### src/rtl/vdp_reg_write_arbiter_pkg.sv
// Shared widths and types for the VDP register write arbiter.
// Default register-file widths match the VDP register file.
package vdp_reg_write_arbiter_pkg;

  localparam int VDP_REG_ADDR_WIDTH = 6;
  localparam int VDP_REG_DATA_WIDTH = 16;

  typedef enum logic [1:0] {
    GRANT_IDLE   = 2'd0,
    GRANT_HOST   = 2'd1,
    GRANT_COPPER = 2'd2
  } grant_e;

endpackage

### src/rtl/vdp_reg_write_arbiter_fifo.sv
// Synchronous FIFO for queued copper writes.
// Occupancy is counted separately from the pointers so that full and empty never alias.
module vdp_sync_fifo #(
  parameter int WIDTH = 22,
  parameter int DEPTH = 4,
  localparam int PTR_W = $clog2(DEPTH),
  localparam int CNT_W = PTR_W + 1
) (
  input  logic             clk,
  input  logic             reset_n,
  input  logic             push_i,
  input  logic             pop_i,
  input  logic             flush_i,
  input  logic [WIDTH-1:0] data_i,
  output logic [WIDTH-1:0] head_o,
  output logic [CNT_W-1:0] count_o
);

  logic [WIDTH-1:0] mem_q [DEPTH];
  logic [PTR_W-1:0] wr_ptr_q, wr_ptr_d;
  logic [PTR_W-1:0] rd_ptr_q, rd_ptr_d;
  logic [CNT_W-1:0] count_q, count_d;
  logic             do_push, do_pop;

  // A flush overrides any push or pop issued in the same cycle.
  assign do_push = push_i && !flush_i && (count_q != CNT_W'(DEPTH));
  assign do_pop  = pop_i && !flush_i && (count_q != '0);

  always_comb begin
    wr_ptr_d = wr_ptr_q;
    rd_ptr_d = rd_ptr_q;
    count_d  = count_q;
    if (flush_i) begin
      wr_ptr_d = '0;
      rd_ptr_d = '0;
      count_d  = '0;
    end else begin
      if (do_push) wr_ptr_d = wr_ptr_q + 1'b1;
      if (do_pop)  rd_ptr_d = rd_ptr_q + 1'b1;
      case ({do_push, do_pop})
        2'b10:   count_d = count_q + 1'b1;
        2'b01:   count_d = count_q - 1'b1;
        default: count_d = count_q;
      endcase
    end
  end

  always_ff @(posedge clk) begin
    if (!reset_n) begin
      wr_ptr_q <= '0;
      rd_ptr_q <= '0;
      count_q  <= '0;
    end else begin
      wr_ptr_q <= wr_ptr_d;
      rd_ptr_q <= rd_ptr_d;
      count_q  <= count_d;
    end
  end

  always_ff @(posedge clk) begin
    if (do_push) mem_q[wr_ptr_q] <= data_i;
  end

  assign head_o  = mem_q[rd_ptr_q];
  assign count_o = count_q;

endmodule

### src/rtl/vdp_reg_write_arbiter.sv
// Merges host and copper register writes into one registered write stream,
// host first, with a starvation limiter guaranteeing copper service.
module vdp_reg_write_arbiter
  import vdp_reg_write_arbiter_pkg::*;
#(
  parameter int ADDR_WIDTH   = VDP_REG_ADDR_WIDTH,
  parameter int DATA_WIDTH   = VDP_REG_DATA_WIDTH,
  parameter int FIFO_DEPTH   = 4,
  parameter int STARVE_LIMIT = 3,
  localparam int LVL_W       = $clog2(FIFO_DEPTH) + 1
) (
  input  logic                  clk,
  input  logic                  reset_n,
  input  logic                  host_write_en,
  input  logic [ADDR_WIDTH-1:0] host_address,
  input  logic [DATA_WIDTH-1:0] host_data,
  output logic                  host_write_ready,
  input  logic                  copper_write_en,
  input  logic [ADDR_WIDTH-1:0] copper_address,
  input  logic [DATA_WIDTH-1:0] copper_data,
  output logic                  copper_write_ready,
  input  logic                  flush,
  output logic                  reg_write_en,
  output logic [ADDR_WIDTH-1:0] reg_write_address,
  output logic [DATA_WIDTH-1:0] reg_write_data,
  output logic [LVL_W-1:0]      fifo_level,
  output logic                  copper_overflow
);

  localparam int ENTRY_W  = ADDR_WIDTH + DATA_WIDTH;
  localparam int STARVE_W = $clog2(STARVE_LIMIT + 1);

  logic [ENTRY_W-1:0]    fifo_head;
  logic                  fifo_empty, fifo_full;
  grant_e                grant;

  logic                  out_en_q, out_en_d;
  logic [ADDR_WIDTH-1:0] out_addr_q, out_addr_d;
  logic [DATA_WIDTH-1:0] out_data_q, out_data_d;
  logic                  overflow_q, overflow_d;
  logic [STARVE_W-1:0]   starve_q, starve_d;
  logic                  force_q, force_d;

  vdp_sync_fifo #(
    .WIDTH (ENTRY_W),
    .DEPTH (FIFO_DEPTH)
  ) u_fifo (
    .clk     (clk),
    .reset_n (reset_n),
    .push_i  (copper_write_en),
    .pop_i   (grant == GRANT_COPPER),
    .flush_i (flush),
    .data_i  ({copper_address, copper_data}),
    .head_o  (fifo_head),
    .count_o (fifo_level)
  );

  assign fifo_empty = (fifo_level == '0);
  assign fifo_full  = (fifo_level == LVL_W'(FIFO_DEPTH));

  assign host_write_ready   = reset_n && !(force_q && !fifo_empty);
  assign copper_write_ready = reset_n && !fifo_full;

  always_comb begin
    grant = GRANT_IDLE;
    if (force_q && !fifo_empty)  grant = GRANT_COPPER;
    else if (host_write_en)      grant = GRANT_HOST;
    else if (!fifo_empty)        grant = GRANT_COPPER;
  end

  always_comb begin
    out_en_d   = 1'b0;
    out_addr_d = out_addr_q;
    out_data_d = out_data_q;
    case (grant)
      GRANT_HOST: begin
        out_en_d   = 1'b1;
        out_addr_d = host_address;
        out_data_d = host_data;
      end
      GRANT_COPPER: begin
        // The head is popped but discarded when a flush lands in the same cycle.
        if (!flush) begin
          out_en_d   = 1'b1;
          out_addr_d = fifo_head[ENTRY_W-1 -: ADDR_WIDTH];
          out_data_d = fifo_head[DATA_WIDTH-1:0];
        end
      end
      default: ;
    endcase
  end

  always_comb begin
    overflow_d = overflow_q | (copper_write_en && fifo_full && !flush);
    starve_d   = starve_q;
    force_d    = force_q;
    if (flush || fifo_empty || grant == GRANT_COPPER) begin
      starve_d = '0;
      force_d  = 1'b0;
    end else if (grant == GRANT_HOST) begin
      if (starve_q != STARVE_W'(STARVE_LIMIT)) starve_d = starve_q + 1'b1;
      force_d = (starve_d == STARVE_W'(STARVE_LIMIT));
    end
  end

  always_ff @(posedge clk) begin
    if (!reset_n) begin
      out_en_q   <= 1'b0;
      out_addr_q <= '0;
      out_data_q <= '0;
      overflow_q <= 1'b0;
      starve_q   <= '0;
      force_q    <= 1'b0;
    end else begin
      out_en_q   <= out_en_d;
      out_addr_q <= out_addr_d;
      out_data_q <= out_data_d;
      overflow_q <= overflow_d;
      starve_q   <= starve_d;
      force_q    <= force_d;
    end
  end

  assign reg_write_en      = out_en_q;
  assign reg_write_address = out_addr_q;
  assign reg_write_data    = out_data_q;
  assign copper_overflow   = overflow_q;

endmodule
### config.mk
export PLATFORM = sky130hd
export DESIGN_NAME = vdp_reg_write_arbiter
export DESIGN_NICKNAME = d
export VERILOG_FILES = /design/src/rtl/vdp_reg_write_arbiter_pkg.sv /design/src/rtl/vdp_reg_write_arbiter_fifo.sv /design/src/rtl/vdp_reg_write_arbiter.sv
export SDC_FILE = /design/constraint.sdc
export NUM_CORES = 1
export LEC_CHECK = 0
export BUFFER_PORTS_ARGS = -buffer_cell sky130_fd_sc_hd__buf_2
export CAP_MARGIN = 20
export CORE_UTILIZATION = 25
export CTS_CLUSTER_DIAMETER = 60
export DETAILED_ROUTE_END_ITERATION = 10
export SKIP_CTS_REPAIR_TIMING = 1
export SLEW_MARGIN = 20
export SYNTH_ARGS = -nofsm -noshare
export SYNTH_HDL_FRONTEND = slang
export SYNTH_SLANG_ARGS = --single-unit
### constraint.sdc
create_clock -name clk -period 3.3 [get_ports clk]
set_input_delay 0.66 -clock clk [delete_from_list [all_inputs] [get_ports clk]]
set_output_delay 0.66 -clock clk [all_outputs]
set_load 0.02 [all_outputs]
==> reports/qor.yml <==
status: "complete, no violations"
ys_seq_area_share_pct: 67.9
ys_ff_latch: 124
io_buffers: 77
antenna_found_initial: 3
critPathCaptureType: "register"
synthSimpleGateAreaFrac_pct: 7.50
track_usage_pct: 11.7
p_comb_share_pct: 5.3
gp_congestion: 0.727
hold_slack_ns: 0.455
nets: 494
drv_slew: 0
worstPathCellList: "or3_1 -> a21oi_1 -> inv_1 -> ha_1 -> nor2b_4 -> and2_1 -> ha_1 -> inv_1 -> fa_1 -> xor2_1 -> or3_1 -> a21oi_1"
routedWlPerCell_um: 15.7
synth_edf_count: 88
placedCellCount: 683
yosys-top-cells-area: "edfxtp_1, dfxtp_1, mux2_2"
muxShareOfSynthArea_pct: 5.43
synthFlopType: "edfxtp_1"
p_int_mw: 2.80
grt_max_degree: 66
grt_pass1_vias: 3210
cts_root_buf: "clkbuf_16"
die_h_um: 143
fin_area_sq_um: 6170
post-synth-top-count-cell: "edfxtp_1"
htreeDepth: 4
synth_area_sq_um: 4950
syn_to_final_growth_pct: 24.7
hpwl_mm: 6.93
finalCritPeriodShare_pct: 84.5
path_max_fanout: 8
core.rowCount: 51
drc: 0
ys.warnings.count: 0
syn_inst: 351
dr.pass1.iters: 4
fin_skew_ns: 0.00596
worst_slack_ns: 0.512
cap_violations: 0
clockPowerShare_pct: 46.7
cpLargestDelayFamily: "simple AND/OR/NAND/NOR gates"
rsz0062_at_grt: "no"
vias: 3133
path_buf_inv: 2
setup_violations: 0
clk_latency_ns: 0.41
clk_pin_slew_ns: 0.06
synth_compound_area_share_pct: 11.7
clock.fmax_mhz: 359
cts_buffer_depth: 2
synth_top_family_by_area: "compound AO/OA/AOI/OAI gates"
ant_nets: 0
clock-sinks: 124
max_stage_delay_ns: 0.46
worstMarginPinSlew_ns: 0.714
yosysUniqueCellTypes: 38
swShare_pct: 21.9
min_period_ns: 2.79
maxSlewHeadroom_pct: 52.4
io-pin-count: 78
start_kind: "register"
worstHoldPathType: "reg -> reg"
cp.arrival_ns: 3.12
hold_viol_final: 0
initial_core_util_pct: 25.4
synthAdderAreaFrac_pct: 2.17
power_mw: 3.58
synth_xor_area_share_pct: 0.707
cts_inserted_buffers: 17
place_ws_ns: 0.418
critPathRequiredTime_ns: 3.64
finalWirelength_mm: 11.3
cts_tree: "yes"
placed_area_sq_um: 5630
synthTopCellsByCount: "edfxtp_1, dfxtp_1, inv_1"
vdd_ir_drop_max_uv: 299
synth.avg_cell_area_sq_um: 14.1
pwr_density_cell_nw_per_um2: 580
p_leak_nw: 2.19
slowest_stage: "dfxtp_1"
drt_iter0_drc: 72
async_reset_ff_share_pct: 0
viasPerCell: 4.38
netlist.area_leader.share_pct: 53.4
fin_util_pct: 31.7
layout-drive-gt1-share_pct: 32.2
dieArea_sq_um: 20400
yosysTopAreaCell: "edfxtp_1"
fp.dieW_um: 143
core_area_sq_um: 19500
setup_tns_ns: 0
instances_no_fill: 716
overflow: 0
p_sw_uw: 783
worstSetupPathType: "reg -> reg"
p_seq_share_pct: 48.0
grt_pass1_wl_mm: 17.1
synth_fp_nets: 408
[power groups by stage]
stage | Sequential, mW | Combinational (mW) | Clock [mW]
4_1_cts | 1.72 | 0.192 | 1.70
3_5_place_dp | 1.75 | 0.191 | 0
5_1_grt | 1.72 | 0.205 | 1.77
2_1_floorplan | 1.77 | 0.0810 | 0
6_report | 1.72 | 0.188 | 1.67
3_3_place_gp | 1.75 | 0.184 | 0
[registers in the layout, summed over array words and instances (netlist names), named ones only]
register,flops
u_fifo.rd_ptr_q,2
force_q,1
u_fifo.wr_ptr_q,2
u_fifo.mem_q,88
reg_write_data,16
copper_overflow,1
reg_write_address,6
reg_write_en,1
starve_q,2
u_fifo.count_o,3
[final timing paths]
kind	startpoint	to	slack [ns]	cells past startpoint
worst max-delay path	u_fifo.count_o[0]$_SDFFE_PP0P_	u_fifo.count_o[2]$_SDFFE_PP0P_	0.51	12
worst max register to register	u_fifo.count_o[0]$_SDFFE_PP0P_	u_fifo.count_o[2]$_SDFFE_PP0P_	0.51	12
worst min register to register	reg_write_data[7]$_SDFFE_PN0P_	reg_write_data[7]$_SDFFE_PN0P_	0.45	2
worst min-delay path	reg_write_data[7]$_SDFFE_PN0P_	reg_write_data[7]$_SDFFE_PN0P_	0.45	2
[area by class of cell]
| cell class | instances | area [sq um] |
|---|---|---|
| clock inverters | 10 | 68.8 |
| diodes | 1 | 2.50 |
| flip-flops and latches | 124 | 3360 |
| fillers | 1931 | 13300 |
| well taps | 265 | 332 |
| inverters | 30 | 113 |
| clock buffers | 22 | 474 |
| repair buffers | 86 | 453 |
| multi-input cells | 178 | 1370 |
[routing by layer]
metal	wire length [um]	global-route usage, %
met4	209	5.60
met2	5620	19.5
met1	4810	13.3
met5	22	0
met3	609	4.23
[cell usage in the layout (no fill, tap or decap), types with 9 or more instances in the layout]
cell and instances:
edfxtp_1 88, buf_2 77, dfxtp_1 35, inv_1 30, nor2b_1 23, mux2_2 23
o22ai_1 22, o32ai_1 21, a211oi_1 21, clkbuf_16 17, nor2_1 12, buf_4 9
[worst reg2reg max path, delay by kind of cell (launching register included)]
family	cells	cell delay (ns)
DFF	1	0.46
buffers and inverters	2	0.13
xor gates and xnor gates	1	0.16
and+or+nand+nor	4	0.87
adders and majority gates	3	0.84
AOI/OAI and AO/OA	2	0.26
[cell families (layout without fill, tap and decap cells)]
family                   Yosys count  after routing
AND/OR/NAND/NOR                   62             62
AO/OA/AOI/OAI                     80             80
XOR/XNOR                           4              4
multiplexers                      24             24
adder cells (fa/ha/maj)            8              8
buffers and inverters             49            148
other                              0              1
flip-flops                       124            124
Note: power is estimated with default switching activity, not from simulation.
